===== config.mk =====
export PLATFORM = sky130hd
export DESIGN_NAME = video_tmds_encoder
export DESIGN_NICKNAME = d
export VERILOG_FILES = /design/src/rtl/video_tmds_encoder.sv
export SDC_FILE = /design/constraint.sdc
export NUM_CORES = 1
export LEC_CHECK = 0
export ABC_AREA = 1
export ABC_CLOCK_PERIOD_IN_PS = 10800
export CAP_MARGIN = 30
export CORE_ASPECT_RATIO = 0.9
export CORE_MARGIN = 1
export CORE_UTILIZATION = 56
export DETAILED_ROUTE_END_ITERATION = 12
export HOLD_SLACK_MARGIN = 0.1
export PLACE_DENSITY = 0.87
export SETUP_SLACK_MARGIN = 0.2
export SLEW_MARGIN = 10
export SYNTH_ARGS = -nofsm -noshare
export SYNTH_HDL_FRONTEND = slang
export SYNTH_SLANG_ARGS = --single-unit

===== constraint.sdc =====
create_clock -name clk -period 10.8 [get_ports clk]
set_input_delay 1.62 -clock clk [delete_from_list [all_inputs] [get_ports clk]]
set_output_delay 1.62 -clock clk [all_outputs]
set_load 0.02 [all_outputs]

===== src/rtl/video_tmds_encoder.sv =====
// -----------------------------------------------------------------------------
// video_tmds_encoder
//
// Purpose:
//   Converts the 4-bit-per-channel RGB / data-enable / sync stream coming from
//   the video output registers into three 10-bit DVI/TMDS symbols per pixel
//   clock. The path is a fixed 3-stage pipeline: input register with 8-bit
//   expansion and ones count, transition minimisation, then DC balancing with a
//   per-channel running disparity counter. Serialisation happens downstream.
//
// Ports:
//   clk            pixel clock
//   reset_n        asynchronous, active-low reset
//   video_r/g/b    4-bit colour components (expanded to 8 bits as {c,c})
//   video_de       data enable, 1 = active pixel
//   video_hsync    horizontal sync, input polarity
//   video_vsync    vertical sync, input polarity
//   video_oddline  odd output line flag (only consumed with scanlines)
//   scanlines      (VIDEO_TMDS_SCANLINES_EN only) halve intensity on odd lines
//   tmds_ch0       blue symbol, bit 0 transmitted first
//   tmds_ch1       green symbol
//   tmds_ch2       red symbol
//
// Build option:
//   VIDEO_TMDS_SCANLINES_EN  adds the scanlines input; when the macro is not
//                            defined video_oddline is ignored.
// -----------------------------------------------------------------------------
module video_tmds_encoder (
  input  logic       clk,
  input  logic       reset_n,
  input  logic [3:0] video_r,
  input  logic [3:0] video_g,
  input  logic [3:0] video_b,
  input  logic       video_de,
  input  logic       video_hsync,
  input  logic       video_vsync,
  input  logic       video_oddline,
`ifdef VIDEO_TMDS_SCANLINES_EN
  input  logic       scanlines,
`endif
  output logic [9:0] tmds_ch0,
  output logic [9:0] tmds_ch1,
  output logic [9:0] tmds_ch2
);

  localparam logic [9:0] CTRL_00 = 10'h354;
  localparam logic [9:0] CTRL_01 = 10'h0AB;
  localparam logic [9:0] CTRL_10 = 10'h154;
  localparam logic [9:0] CTRL_11 = 10'h2AB;

  // Channel n occupies bits [4n+3:4n]: ch0 = blue, ch1 = green, ch2 = red.
  logic [11:0] rgb_in;
  assign rgb_in = {video_r, video_g, video_b};

  logic shift_en;
`ifdef VIDEO_TMDS_SCANLINES_EN
  assign shift_en = scanlines & video_oddline;
`else
  logic unused_oddline;
  assign unused_oddline = video_oddline;
  assign shift_en       = 1'b0;
`endif

  // Control pipe {de, vsync, hsync}, stages 1 and 2. Stage 3 consumes ctl2_q
  // directly, so the control symbol appears together with the data symbols.
  logic [2:0] ctl1_d, ctl1_q;
  logic [2:0] ctl2_d, ctl2_q;

  always_comb begin
    ctl1_d = {video_de, video_vsync, video_hsync};
    ctl2_d = ctl1_q;
  end

  always_ff @(posedge clk or negedge reset_n) begin
    if (!reset_n) begin
      ctl1_q <= 3'b000;
      ctl2_q <= 3'b000;
    end else begin
      ctl1_q <= ctl1_d;
      ctl2_q <= ctl2_d;
    end
  end

  logic       de_s2;
  logic [9:0] ctrl0_sym;
  assign de_s2 = ctl2_q[2];

  always_comb begin
    case (ctl2_q[1:0])
      2'b00:   ctrl0_sym = CTRL_00;
      2'b01:   ctrl0_sym = CTRL_01;
      2'b10:   ctrl0_sym = CTRL_10;
      default: ctrl0_sym = CTRL_11;
    endcase
  end

  for (genvar gi = 0; gi < 3; gi++) begin : g_ch
    logic [7:0]        d_d, d_q;
    logic [3:0]        n1_d, n1_q;
    logic [8:0]        qm_d, qm_q;
    logic [3:0]        qn1_d, qn1_q;
    logic [9:0]        sym_d, sym_q;
    logic signed [5:0] cnt_d, cnt_q;
    logic              use_xnor;
    logic signed [5:0] n1_s, n0_s;

    // Stage 1: expand to 8 bits, optional scanline dimming, ones count.
    always_comb begin
      d_d = {rgb_in[gi*4 +: 4], rgb_in[gi*4 +: 4]};
      if (shift_en) begin
        d_d = d_d >> 1;
      end
      n1_d = 4'($countones(d_d));
    end

    // Stage 2: transition minimisation. XNOR chaining is folded in as an
    // extra XOR with use_xnor on every bit after bit 0.
    always_comb begin : s2_logic
      logic [8:0] qm;
      use_xnor = (n1_q > 4'd4) || ((n1_q == 4'd4) && !d_q[0]);
      qm       = 9'd0;
      qm[0]    = d_q[0];
      for (int i = 1; i < 8; i++) begin
        qm[i] = qm[i-1] ^ d_q[i] ^ use_xnor;
      end
      qm[8] = ~use_xnor;
      qm_d  = qm;
      qn1_d = 4'($countones(qm[7:0]));
    end

    // Stage 3: DC balance. n1 == n0 is the same as n1 == 4.
    always_comb begin
      n1_s  = $signed({2'b00, qn1_q});
      n0_s  = 6'sd8 - n1_s;
      sym_d = sym_q;
      cnt_d = cnt_q;
      if (!de_s2) begin
        cnt_d = 6'sd0;
        sym_d = (gi == 0) ? ctrl0_sym : CTRL_00;
      end else if ((cnt_q == 6'sd0) || (qn1_q == 4'd4)) begin
        sym_d = {~qm_q[8], qm_q[8], (qm_q[8] ? qm_q[7:0] : ~qm_q[7:0])};
        cnt_d = cnt_q + (qm_q[8] ? (n1_s - n0_s) : (n0_s - n1_s));
      end else if (((cnt_q > 6'sd0) && (qn1_q > 4'd4)) ||
                   ((cnt_q < 6'sd0) && (qn1_q < 4'd4))) begin
        sym_d = {1'b1, qm_q[8], ~qm_q[7:0]};
        cnt_d = cnt_q + (qm_q[8] ? 6'sd2 : 6'sd0) + (n0_s - n1_s);
      end else begin
        sym_d = {1'b0, qm_q[8], qm_q[7:0]};
        cnt_d = cnt_q - (qm_q[8] ? 6'sd0 : 6'sd2) + (n1_s - n0_s);
      end
    end

    always_ff @(posedge clk or negedge reset_n) begin
      if (!reset_n) begin
        d_q   <= 8'd0;
        n1_q  <= 4'd0;
        qm_q  <= 9'd0;
        qn1_q <= 4'd0;
        sym_q <= CTRL_00;
        cnt_q <= 6'sd0;
      end else begin
        d_q   <= d_d;
        n1_q  <= n1_d;
        qm_q  <= qm_d;
        qn1_q <= qn1_d;
        sym_q <= sym_d;
        cnt_q <= cnt_d;
      end
    end
  end

  assign tmds_ch0 = g_ch[0].sym_q;
  assign tmds_ch1 = g_ch[1].sym_q;
  assign tmds_ch2 = g_ch[2].sym_q;

endmodule

=== Word-level counts from Yosys, hierarchy flattened ===
Index checks and enable logic that the tools add are counted.

* Register bits after elaboration: 129
* Latch bits: 0
* Bits in writable memories: 0
* Memory bits (read-only): 0
* Input bits: 18
* Output and inout bits: 30
* Logic and storage cells: 207
* Memories kept: 0

* Add/sub/neg operators: 57
* Multipliers: 0
* Div/mod/pow operators: 0
* Order comparisons: 15
* Equality and inequality tests: 8
* Shift-type cells: 0
* Multiplexer cells: 31
* Bitwise operators: 51
* Reduce and logical (&&, ||, !) cells: 25

{| class="wikitable"
|+ Operators by type and width
! kind !! number
|-
| $mux 10 || 9
|-
| $mux 6 || 12
|-
| $add 6x6->6 || 9
|-
| $xor 1x1->1 || 42
|-
| $add 1x1->2 || 18
|-
| $sub 5x5->6 || 6
|-
| $pmux 10 s3 || 1
|-
| $add 2x2->3 || 9
|-
| $add 3x3->4 || 6
|-
| $eq 4x3->1 const B || 6
|-
| $gt 4x3->1 const B || 6
|-
| $mux 8 || 3
|-
| $not 8->8 || 3
|-
| $add 6x3->6 || 3
|-
| $gt 6x1->1 const B || 3
|-
| $logic_not 6->1 || 3
|-
| $lt 6x1->1 const B || 3
|-
| $sub 6x3->6 || 3
|-
| $sub 4x4->5 const A || 3
|-
| $lt 4x3->1 const B || 3
|-
| $mux 2 || 6
|-
| $logic_and 1x1->1 || 9
|-
| $logic_or 1x1->1 || 9
|-
| $not 1->1 || 6
|-
| other kinds (4) || 6
|}

=== Depth between registers and ports, before layout ===
* Depth after elaboration: 19
* Mapped depth: 23

=== Worst setup path after synthesis ===
No wires, ideal clock.

* Path kind: reg2reg
* Start: reg g_ch[2].d_q[4]
* End: reg g_ch[2].qn1_q[2]
* Setup time: 123 ps
* Arrival time: 3416 ps
* Path slack: 7261 ps
* Stages on the path, launching flop included: 15
* Path buffers: 0
* Period minus slack after synthesis: 3539 ps
* Cells stage by stage: dfrtp_1 inv_1 o21ai_0 nand2_2 xnor2_1 xor2_1 inv_1 fa_1 xor2_1 ha_1 fa_1 ha_1 inv_1 fa_1 xnor2_1

* Cells in the longest elaborated chain, start to end: 11

{| class="wikitable"
|+ Ends and longest elaborated chain
! what !! line !! text
|-
| from (decl) || 98 || <nowiki>logic [7:0] d_d, d_q;</nowiki>
|-
| from (signal assigned) || 155 || <nowiki>d_q <= 8'd0;</nowiki>
|-
| from (signal assigned) || 162 || <nowiki>d_q <= d_d;</nowiki>
|-
| $xor 1x1->1 (8 in a row) || 124 || <nowiki>qm[i] = qm[i-1] ^ d_q[i] ^ use_xnor;</nowiki>
|-
| net g_ch[2].qm_d[7] || 100 || <nowiki>logic [8:0] qm_d, qm_q;</nowiki>
|-
| $add 1x1->2 (implied by the code) || 128 || <nowiki>qn1_d = 4'($countones(qm[7:0]));</nowiki>
|-
| $add 2x2->3 (implied by the code) || 128 ||
|-
| $add 3x3->4 (implied by the code) || 128 ||
|-
| net g_ch[2].qn1_d[2] || 101 || <nowiki>logic [3:0] qn1_d, qn1_q;</nowiki>
|-
| to (signal assigned) || 165 || <nowiki>qn1_q <= qn1_d;</nowiki>
|-
| to (decl) || 101 ||
|}

The timed path passes the listed nets, and every way through them passes these cells.

=== Final worst setup path ===
* Start: reg g_ch[2].d_q[4]
* End: reg g_ch[2].qn1_q[1]

Same word-level chain as after synthesis.

==> flow_metrics.env <==
export IMPL_status="completed"
export IMPL_ys_types=34
export IMPL_cp_max_fo=6
export IMPL_synth_area_top_cells="dfrtp_1, ha_1, nand2_1"
export IMPL_hold_end="ctl2_q[2]$_DFF_PN0_"
export IMPL_antenna_found_initial=1
export IMPL_area_growth_pct=15.4
export IMPL_netlist_instances=928
export IMPL_path_clk_slew_ns=0.05
export IMPL_final_common_cell="nand2_1"
export IMPL_synth_nets=1055
export IMPL_clk_path_buf_depth=2
export IMPL_setup_tns_ns=0
export IMPL_max_freq_ghz=0.258
export IMPL_fin_crit_sh=0.359
export IMPL_finalHoldViolCount=0
export IMPL_grt_first_pass_wirelength_mm=27.3
export IMPL_cts_root_buf="clkbuf_16"
export IMPL_cp_start_kind="flop"
export IMPL_multi_input_area_um2=4210
export IMPL_rsz0062_at_grt="no"
export IMPL_portBuffers=46
export IMPL_die_area_um2=14300
export IMPL_nets=1110
export IMPL_layout_drive_gt1_share=0.0693
export IMPL_via_per_inst=5.26
export IMPL_slew_headroom=0.498
export IMPL_post_cts_buffers=0
export IMPL_grt_pass1_vias=6024
export IMPL_gp_congestion=0.900
export IMPL_cts_made_buffers=17
export IMPL_worstMarginPinSlew_ns=0.752
export IMPL_gr_total_overflow=0
export IMPL_min_delay_path_class="flop to flop"
export IMPL_cp_required_ns=11.10
export IMPL_cts_tree="yes"
export IMPL_yosysWarnings=0
export IMPL_critPathKind="flop to flop"
export IMPL_worst_setup_path_end_kind="flop"
export IMPL_ys_ff_latch=114
export IMPL_routed_wl_mm=16.3
export IMPL_die_y_um=114
export IMPL_cts_sinks=114
export IMPL_grt_max_degree=78
export IMPL_seq_area_um2=2870
export IMPL_io_pins=48
export IMPL_reg2reg_depth=14
export IMPL_initial_core_util=0.577
export IMPL_min_path_cells=0
export IMPL_final_cell_mix="nand2_1, inv_1, dfrtp_1, ha_1, nand3_1"
export IMPL_utilization=0.666
export IMPL_diodes=0
export IMPL_die_width_um=126
export IMPL_worstPathArrival_ns=4.17
export IMPL_syn_area_per_cell_um2=8.37
export IMPL_final_setup_viol_count=0
export IMPL_vias=6124
export IMPL_postCtsResizedCells=0
export IMPL_fillCellCount=976
export IMPL_routed_top_layer="met5"
export IMPL_crit_start="g_ch[2].d_q[4]$_DFF_PN0_"
export IMPL_r2r_slack_ns=6.93
export IMPL_period_minus_slack_ns=3.87
export IMPL_grt_usage=0.244
export IMPL_r2r_start="g_ch[2].d_q[4]$_DFF_PN0_"
export IMPL_rows=40
export IMPL_hold_slack_ns=0.346
export IMPL_hpwl_mm=11.2
export IMPL_htreeDepth=4
export IMPL_final_antenna_net_count=0
export IMPL_route_met3_wl_mm=1.01
export IMPL_clkLatencyLatePin_ns=0.42
export IMPL_synth_area_um2=7770
export IMPL_drc=0
export IMPL_slew_viol_final=0
export IMPL_drtPass1Iterations=6
export IMPL_finClkSkew_ns=0.0124
export IMPL_r2r_end="g_ch[2].qn1_q[1]$_DFF_PN0_"
export IMPL_drt_iter0_drc=541
export IMPL_wl_met1_mm=7.14
export IMPL_cap_violations=0
export IMPL_min_from="ctl1_q[2]$_DFF_PN0_"
export IMPL_core_area_um2=13500
export IMPL_route_met2_wl_mm=7.89
export IMPL_wire_per_inst_um=14.0
export IMPL_yosys_area_top_type_share=0.319
export IMPL_yosysTopAreaCell="dfrtp_1"
export IMPL_hold_buffers=0
export IMPL_synth_seq_area_share=0.370
## state kept, by name (all words and copies together), names as in the netlist
| name | count |
|---|---|
| g_ch.qn1_q | 12 |
| g_ch.qm_q | 27 |
| tmds_ch1 | 10 |
| ctl1_q | 3 |
| tmds_ch0 | 10 |
| ctl2_q | 3 |
| g_ch.n1_q | 9 |
| tmds_ch2 | 10 |
| g_ch.cnt_q | 18 |
| g_ch.d_q | 12 |
## synthesized netlist by cell type, drive strengths merged
library cell / n
fa: 24
a211oi: 2
nand3b: 9
inv: 162
a21boi: 1
a21oi: 55
dfstp: 15
o21ai: 44
buf: 7
nand4: 6
o211ai: 2
nor3: 1
xnor2: 16
nor2: 51
a21o: 3
ha: 85
clkinv: 2
o21a: 5
xor2: 46
nand3: 57
clkbuf: 6
nand2: 230
dfrtp: 99
## worst max path at each step
stage / slack, ns / endpoint
floorplan: 7.26 / g_ch[2].qn1_q[2]$_DFF_PN0_
global placement: 7.09 / g_ch[2].qn1_q[2]$_DFF_PN0_
detailed placement: 7.00 / g_ch[2].qn1_q[2]$_DFF_PN0_
CTS: 6.90 / g_ch[2].qn1_q[1]$_DFF_PN0_
global route: 6.69 / g_ch[2].qn1_q[1]$_DFF_PN0_
finish: 6.93 / g_ch[2].qn1_q[1]$_DFF_PN0_
## cells by family after synthesis
| family | synth area share |
|---|---|
| buf+inv | 0.0889 |
| compound gates | 0.0783 |
| simple gates | 0.193 |
| xor+xnor | 0.0718 |
| flops | 0.370 |
| fa+ha+maj | 0.199 |
## worst max-delay path, cell delays in order (launching register included)
cell and delay (ns):
dfrtp_1 0.45, inv_1 0.09, o21ai_0 0.19, nand2_2 0.16, xnor2_1 0.30, xor2_1 0.21
inv_1 0.10, fa_1 0.52, xor2_1 0.18, ha_1 0.27, fa_1 0.52, ha_1 0.17
inv_1 0.06, fa_1 0.49, inv_1 0.05
## area by class of cell
cell class / instances / share of cell area
Multi-Input combinational cell: 637 / 0.469
Tap cell: 168 / 0.0234
Clock buffer: 18 / 0.0479
Clock inverter: 14 / 0.0145
Timing Repair Buffer: 49 / 0.0558
Inverter: 164 / 0.0689
Sequential cell: 114 / 0.320
## per-layer routing
metal / track usage / up-vias
met2: 0.415 / 187
met1: 0.300 / 2881
met4: 0.0779 / 2
li1: - / 3022
met3: 0.0704 / 32
met5: 0 / -
## metrics by stage
step	std cells	area, um2	setup WS, ns
finish	1164	8970	6.93
global route	1164	8970	6.69
CTS	1163	8940	6.90
detailed placement	1131	8380	7.00
global placement	1131	8380	7.09
floorplan	928	7770	7.26
Power is left out: the tool's default activity adds up to more than one toggle a clock period on the data nets, which glitch-free logic cannot reach.
